==> src/rtl/alu_pkg.sv <==
// Shared ALU definitions: divider FSM states and default datapath sizing.
package alu_pkg;

   localparam int unsigned DIV_WIDTH = 32;
   localparam int unsigned DIV_CNT_W = 5;

   typedef enum logic [1:0] {
      IDLE = 2'd0,
      RUN  = 2'd1,
      FIN  = 2'd2
   } div_state_t;

endpackage

==> src/rtl/div_step.sv <==
// One restoring-division iteration: shift in the next dividend bit, trial-subtract the divisor.
module div_step #(
   parameter int unsigned WIDTH = 32
) (
   input  logic [WIDTH:0]   rem,
   input  logic [WIDTH-1:0] quo,
   input  logic [WIDTH-1:0] dsr,
   output logic [WIDTH:0]   next_rem,
   output logic [WIDTH-1:0] next_quo
);

   logic [WIDTH+1:0] shifted;
   logic [WIDTH+1:0] diff;

   // One guard bit above the partial remainder so its MSB takes part in the sign test.
   always_comb begin
      shifted = {rem, quo[WIDTH-1]};
      diff    = shifted - {2'b00, dsr};
      if (!diff[WIDTH+1]) begin
         next_rem = diff[WIDTH:0];
         next_quo = {quo[WIDTH-2:0], 1'b1};
      end else begin
         next_rem = shifted[WIDTH:0];
         next_quo = {quo[WIDTH-2:0], 1'b0};
      end
   end

endmodule

==> src/rtl/div32_seq.sv <==
// Sequential restoring divider, one quotient bit per clock, start/done handshake.
// Define DIV32_SIGNED_EN to add the sgn port for two's-complement (truncating) division.
module div32_seq
   import alu_pkg::*;
#(
   parameter int unsigned WIDTH = DIV_WIDTH,
   parameter int unsigned CNT_W = DIV_CNT_W
) (
   input  logic             clk,
   input  logic             reset,
   input  logic             start,
   input  logic [WIDTH-1:0] dividend,
   input  logic [WIDTH-1:0] divisor,
`ifdef DIV32_SIGNED_EN
   input  logic             sgn,
`endif
   output logic [WIDTH-1:0] quotient,
   output logic [WIDTH-1:0] remainder,
   output logic             busy,
   output logic             done,
   output logic             div_zero
);

   div_state_t       state;
   logic [WIDTH:0]   rem_q;
   logic [WIDTH-1:0] quo_q;
   logic [WIDTH-1:0] dsr_q;
   logic [CNT_W-1:0] cnt;
   logic [WIDTH:0]   step_rem;
   logic [WIDTH-1:0] step_quo;
   logic [WIDTH-1:0] a_mag;
   logic [WIDTH-1:0] b_mag;
   logic             q_neg;
   logic             r_neg;
   logic             qneg_q;
   logic             rneg_q;

`ifdef DIV32_SIGNED_EN
   always_comb begin
      q_neg = sgn & (dividend[WIDTH-1] ^ divisor[WIDTH-1]);
      r_neg = sgn & dividend[WIDTH-1];
      a_mag = (sgn && dividend[WIDTH-1]) ? -dividend : dividend;
      b_mag = (sgn && divisor[WIDTH-1])  ? -divisor  : divisor;
   end
`else
   always_comb begin
      q_neg = 1'b0;
      r_neg = 1'b0;
      a_mag = dividend;
      b_mag = divisor;
   end
`endif

   div_step #(.WIDTH(WIDTH)) u_step (
      .rem      (rem_q),
      .quo      (quo_q),
      .dsr      (dsr_q),
      .next_rem (step_rem),
      .next_quo (step_quo)
   );

   always_ff @(posedge clk) begin
      if (reset) begin
         state     <= IDLE;
         rem_q     <= '0;
         quo_q     <= '0;
         dsr_q     <= '0;
         cnt       <= '0;
         qneg_q    <= 1'b0;
         rneg_q    <= 1'b0;
         quotient  <= '0;
         remainder <= '0;
         busy      <= 1'b0;
         done      <= 1'b0;
         div_zero  <= 1'b0;
      end else begin
         done <= 1'b0;
         case (state)
            IDLE: begin
               if (start) begin
                  if (divisor == '0) begin
                     // Zero divisor bypasses RUN; FIN publishes these raw values uncorrected.
                     quo_q    <= '1;
                     rem_q    <= {1'b0, dividend};
                     qneg_q   <= 1'b0;
                     rneg_q   <= 1'b0;
                     div_zero <= 1'b1;
                     state    <= FIN;
                  end else begin
                     quo_q    <= a_mag;
                     dsr_q    <= b_mag;
                     rem_q    <= '0;
                     cnt      <= '0;
                     qneg_q   <= q_neg;
                     rneg_q   <= r_neg;
                     div_zero <= 1'b0;
                     busy     <= 1'b1;
                     state    <= RUN;
                  end
               end
            end
            RUN: begin
               rem_q <= step_rem;
               quo_q <= step_quo;
               cnt   <= cnt + 1'b1;
               if (cnt == '1) begin
                  busy  <= 1'b0;
                  state <= FIN;
               end
            end
            FIN: begin
               quotient  <= qneg_q ? -quo_q : quo_q;
               remainder <= rneg_q ? -rem_q[WIDTH-1:0] : rem_q[WIDTH-1:0];
               done      <= 1'b1;
               state     <= IDLE;
            end
            default: begin
               busy  <= 1'b0;
               state <= IDLE;
            end
         endcase
      end
   end

endmodule

==> config.mk <==
export PLATFORM = sky130hd
export DESIGN_NAME = div32_seq
export DESIGN_NICKNAME = d
export VERILOG_FILES = /design/src/rtl/alu_pkg.sv /design/src/rtl/div_step.sv /design/src/rtl/div32_seq.sv
export SDC_FILE = /design/constraint.sdc
export NUM_CORES = 1
export LEC_CHECK = 0
export ABC_AREA = 1
export ABC_CLOCK_PERIOD_IN_PS = 2950
export BUFFER_PORTS_ARGS = -buffer_cell sky130_fd_sc_hd__buf_2
export CAP_MARGIN = 20
export CORE_ASPECT_RATIO = 0.8
export CORE_MARGIN = 4
export CORE_UTILIZATION = 45
export CTS_CLUSTER_SIZE = 40
export DETAILED_ROUTE_END_ITERATION = 8
export GPL_ROUTABILITY_DRIVEN = 0
export SYNTH_ARGS = -nofsm -noshare
export SYNTH_HDL_FRONTEND = slang
export SYNTH_SLANG_ARGS = --single-unit
export TNS_END_PERCENT = 20
==> constraint.sdc <==
create_clock -name clk -period 2.95 [get_ports clk]
set_clock_uncertainty 0.1 [all_clocks]
set_input_delay 0.7375 -clock clk [delete_from_list [all_inputs] [get_ports clk]]
set_output_delay 0.7375 -clock clk [all_outputs]
set_load 0.01 [all_outputs]
==> run_results.csv, run 1 <==
group,metric,value,unit
yosys,synth_nets,1596,
cts,clkTransAtPathRegs,80,ps
die,die-width,176.5,µm
power,p_leak,0.005991,µW
die,die_h,142.8,µm
setup_path,critPathRequiredTime,3230,ps
die,rows,49,
setup_path,crit_path_max_fanout,28,
cts,root_buffer,"clkbuf_16",
timing,setup_viol,0,
timing,fmax,0.3814,GHz
placed_design,io_buffers,133,
yosys,synth.distinct_cells,44,
layout,fillers,2298,
yosys,synth.mux.area_fraction,0,
layout,nets,1710,
timing,fin_tns_setup,0,ps
yosys,synth_top_cell_by_area,"dfxtp_1",
yosys,synth_simple_gate_area_frac,0.2585,
detailed_routing,vias,9916,
cts,cts-hold-fix-buffers,0,
yosys,synth_top_family_by_area,"simple AND/OR/NAND/NOR gates",
yosys,synth_edf_count,0,
grt,grt_usage,0.2440,
run_status,outcome,"completed",
cts,clockBufferDepth,2,
timing,fin_ws,328.1,ps
yosys,synthFlopType,"dfxtp_1",
yosys,synthArstFlopShare,0,
setup_path,cp-start-kind,"register",
detailed_routing,drc_errors,0,
power,p_per_area,717.3,nW/µm²
grt,gr-total-overflow,0,
yosys,synth-seq-area-share,0.3349,
cts,cts-buffers-inserted,17,
grt,grt_pass1_wl,49050,µm
grt,grt_pass1_vias,8904,
cts,clock_sinks,171,
cts,cts_resized,0,
setup_path,worstPathArrival,2900,ps
power,ir_drop,0.3735,mV
die,start_util,0.4556,
layout,area_delta_synth_final,16.24,%
layout,multi_input_area,5485,µm²
layout,n_antenna_cell,0,
detailed_routing,ant_nets,0,
detailed_routing,drt-initial-drc-count,623,
yosys,ys_top_cells_by_count,"nand2_1 (293), inv_1 (252), o21ai_0 (181)",
yosys,synth_area_per_cell,6.842,µm²
yosys,synth_compound_area_frac,0.2186,
placed_design,dp_hpwl,23560,µm
setup_path,crit_type,"reg -> reg",
cts,clk_latency,440,ps
setup_path,reg2reg_from,"rem_q[27]",
yosys,synthMostInstantiatedCell,"nand2_1",
detailed_routing,routed_via_density,5.146,
yosys,syn-cell-area,10220,µm²
timing,rsz0062_at_grt,"false",
timing,fin_crit_sh,0.8888,
detailed_routing,wl_per_cell,15.99,µm
timing,tightest_slew,623.5,ps
yosys,synthAdderAreaFrac,0.04357,
die,core_area,22440,µm²
timing,hold_viol,0,
layout,seq_area,3423,µm²
hold_path,hold_class,"reg -> reg",
yosys,ys_warn_count,0,
grt,grt_max_degree,137,
layout,final_util,0.5296,
die,num_io_pins,134,
placed_design,place_ws,94.41,ps
yosys,yosys.area_share.xor_xnor,0.01371,
timing,slew_headroom,0.5843,
cts,postCtsSetupBuffers,0,
cts,cts_tree,"built",
yosys,synthTopCellsByArea,"dfxtp_1 (33%), nand2_1 (11%), inv_1 (9.3%)",
layout,drive_gt1_frac,0.1894,
yosys,ys_ff_latch,171,
grt,antenna_found_initial,0,
job,maxCapViolCount,0,
yosys,syn_inst,1494,
timing,maxSlewViolCount,0,
setup_path,worstSetupStartpoint,"rem_q[27]",
hold_path,hold_start,"dsr_q[4]",
setup_path,crit_path_end_kind,"register",
timing,post-route-min-period,2622,ps
cts,htree_levels,4,
yosys,netlist.area_leader.share,0.3349,
detailed_routing,drtPass1Iterations,5,
die,die_area,25210,µm²
detailed_routing,totalWireLength,30820,µm
## routing by layer
metal  global-route usage  part of all wire  up-vias
met1               0.3691              0.50     4510
met5                    0                 0        -
met3              0.04976             0.067       24
li1                     -                 -     5068
met4              0.04721             0.013        0
met2               0.3607              0.42      314
## report_power, final
| part | switching (µW) | internal (µW) | total, µW | leakage, µW |
|---|---|---|---|---|
| clock network | 1080 | 1240 | 2320 | 0.000296 |
| registers | 148 | 2520 | 2670 | 0.00140 |
| logic | 2380 | 1160 | 3530 | 0.00429 |
## registers in the layout, summed over array words and instances (netlist names)
register,flops
busy,1
cnt,5
div_zero,1
done,1
dsr_q,32
quo_q,32
quotient,32
rem_q,33
remainder,32
state,2
## through the flow
stage	cells	hold slack [ps]	power [µW]	area (µm²)
2_1_floorplan	1494	333.1	5386	10220
3_3_place_gp	1895	350.3	6179	11270
3_5_place_dp	1895	353.8	6204	11270
4_1_cts	1927	364.1	8551	11880
5_1_grt	1927	379.1	9095	11880
6_report	1927	360.2	8524	11880
## layout by cell type, fill, tap and decap left out, types with 17 or more instances in the layout
cell type / Yosys / layout
a21oi_1: 149 / 149
a21oi_2: 22 / 22
a221oi_1: 24 / 24
buf_2: 11 / 133
buf_4: 2 / 31
clkbuf_16: 0 / 17
dfxtp_1: 171 / 171
ha_1: 34 / 34
inv_1: 252 / 252
nand2_1: 293 / 293
nand2_4: 25 / 25
nand3_1: 66 / 66
nand3_2: 24 / 24
nor2_1: 79 / 76
o21ai_0: 181 / 181
## area by class of cell
cell class	instances	area share
clock buffers	18	0.03696
well taps	306	0.03222
clock inverters	14	0.01453
inverters	261	0.08255
repair buffers	169	0.08403
multi-input cells	988	0.4616
flip-flops and latches	171	0.2881
## final timing paths
| check | end | slack [ps] | depth (start not counted) |
|---|---|---|---|
| setup / recovery | rem_q[1] | 330 | 12 |
| hold / removal | dsr_q[4] | 360 | 2 |
| setup reg to reg | rem_q[1] | 330 | 12 |
| hold reg to reg | dsr_q[4] | 360 | 2 |
## logic make-up after synthesis
| logic type | count (synthesis) |
|---|---|
| buffers and inverters | 335 |
| xor gates and xnor gates | 16 |
| adders and majority gates | 35 |
| AOI/OAI and AO/OA | 398 |
| and+or+nand+nor | 539 |
| DFF | 171 |
## critical path: stages (launching register included)
cell,delay (ps)
dfxtp_1,510
ha_1,340
nand2_1,180
nor2_1,90
o21ai_1,120
nand2_1,100
a21oi_4,210
nand2_4,100
nand2_8,120
nand2_8,250
nand2_1,150
nand3_1,110
a21oi_1,160
Power figures use the tool's default switching activity.
==> run 2: changes to the inputs <==
CORE_UTILIZATION = 25   (was 45)
==> run_results.csv, run 2 (synthesis gave the netlist of run 1 again) <==
group,metric,value,unit
grt,grt_pass1_vias,9762,
grt,grt_max_degree,75,
detailed_routing,wl_per_cell,16.44,µm
timing,fin_crit_sh,0.9404,
detailed_routing,totalWireLength,35340,µm
placed_design,place_ws,-196.4,ps
detailed_routing,drt-initial-drc-count,975,
run_status,outcome,"completed",
layout,drive_gt1_frac,0.1853,
timing,fin_tns_setup,0,ps
timing,rsz0062_at_grt,"false",
power,total_power,8486,µW
grt,antenna_found_initial,0,
die,rows,65,
detailed_routing,routed_via_density,4.748,
timing,fmax,0.3605,GHz
layout,fillers,4366,
cts,clkTransAtPathRegs,70,ps
setup_path,crit_path_end_kind,"register",
cts,cts_tree,"built",
timing,maxSlewViolCount,0,
layout,largest_register,"rem_q",
grt,gr-total-overflow,0,
die,start_util,0.2560,
layout,largest_reg_flops,33,
cts,cts_resized,0,
setup_path,worstPathArrival,2990,ps
setup_path,cp-start-kind,"register",
timing,hold_viol,0,
timing,post-route-min-period,2774,ps
die,die-width,234.1,µm
placed_design,io_buffers,133,
setup_path,crit_path_max_fanout,24,
grt,grt_pass1_wl,54990,µm
die,die_area,44210,µm²
die,core_area,39930,µm²
cts,root_buffer,"clkbuf_16",
layout,layout_commonest_cell,"nand2_1",
detailed_routing,drtPass1Iterations,6,
cts,clockBufferDepth,2,
timing,setup_viol,0,
cts,htree_levels,4,
setup_path,crit_chain,"ha_1 > nand2_1 > nor2_1 > o21ai_1 > nand2_1 > a21oi_4 > nand2_4 > nand2_8 > buf_4 > nand3_1 > nand3_1 > a21oi_1",
power,p_leak,0.005932,µW
detailed_routing,vias,10208,
cts,clock_sinks,171,
timing,hold_ws,358.5,ps
power,ir_drop,0.3263,mV
job,maxCapViolCount,0,
timing,fin_ws,175.7,ps
timing,slew_headroom,0.5065,
placed_design,dp_hpwl,27380,µm
cts,clk_latency,450,ps
hold_path,hold_class,"reg -> reg",
timing,tightest_slew,732.5,ps
die,num_io_pins,134,
cts,cts-buffers-inserted,17,
setup_path,critPathRequiredTime,3160,ps
detailed_routing,drc_errors,0,
die,die_h,188.9,µm
layout,layout_common_cells,"nand2_1 (293), inv_1 (251), o21ai_0 (181), dfxtp_1 (171), a21oi_1 (149)",
layout,nets,1703,
grt,grt_usage,0.1594,
cts,postCtsSetupBuffers,0,
layout,area_delta_synth_final,17.96,%
setup_path,slowest_stage,"dfxtp_1",
power,p_per_area,703.8,nW/µm²
setup_path,path_buf_inv,1,
detailed_routing,ant_nets,0,
setup_path,max_stage_delay,590,ps
layout,n_antenna_cell,0,
setup_path,crit_type,"reg -> reg",
setup_path,cp_top_family,"simple AND/OR/NAND/NOR gates",
cts,cts-hold-fix-buffers,0,
-- run 2: changes by cell type in the layout (fill, tap and decap cells not counted), sizes merged --
cell | previous run | this run
buf | 169 | 162
clkinv | 6 | 7
inv | 267 | 266
-- run 2: path summary, 6_finish.rpt --
kind	from	to	slack, ps	cells past startpoint
max	rem_q[26]	rem_q[32]	180	12
min	dsr_q[14]	dsr_q[14]	360	2
max reg2reg	rem_q[26]	rem_q[32]	180	12
min reg2reg	dsr_q[14]	dsr_q[14]	360	2
-- run 2: per-layer routing --
| layer | vias up | track usage | wire length, µm |
|---|---|---|---|
| li1 | 5053 | - | - |
| met1 | 4766 | 0.2327 | 17020 |
| met2 | 353 | 0.2332 | 15080 |
| met3 | 36 | 0.04197 | 2558 |
| met4 | 0 | 0.03837 | 677 |
| met5 | - | 0 | 0 |
-- run 2: final cells by class --
cell class / count / area, µm² / area share
inverter: 261 / 979.7 / 0.08125
sequential: 171 / 3423 / 0.2839
multi-input combinational: 988 / 5485 / 0.4549
clock buffer: 18 / 429.2 / 0.03559
tap: 536 / 670.6 / 0.05562
timing repair buffer: 162 / 933.4 / 0.07741
clock inverter: 14 / 136.4 / 0.01131
-- run 2: power by group --
part	total [µW]	switching (µW)	internal [µW]
combinational	3550	2420	1140
sequential	2690	167	2520
clock	2240	1060	1180
-- run 2: metrics by stage --
| stage | std cells | cell area (µm²) | util |
|---|---|---|---|
| floorplan | 1494 | 10220 | - |
| global placement | 2118 | 11490 | 0.2878 |
| detailed placement | 2118 | 11490 | 0.2878 |
| CTS | 2150 | 12060 | 0.3020 |
| global route | 2150 | 12060 | 0.3020 |
| finish | 2150 | 12060 | 0.3020 |
-- run 2: worst register-to-register path, cell delays in order (launching register included) --
cell	delay (ps)
dfxtp_1	590
ha_1	390
nand2_1	200
nor2_1	90
o21ai_1	130
nand2_1	110
a21oi_4	220
nand2_4	110
nand2_8	80
buf_4	290
nand3_1	110
nand3_1	140
a21oi_1	80
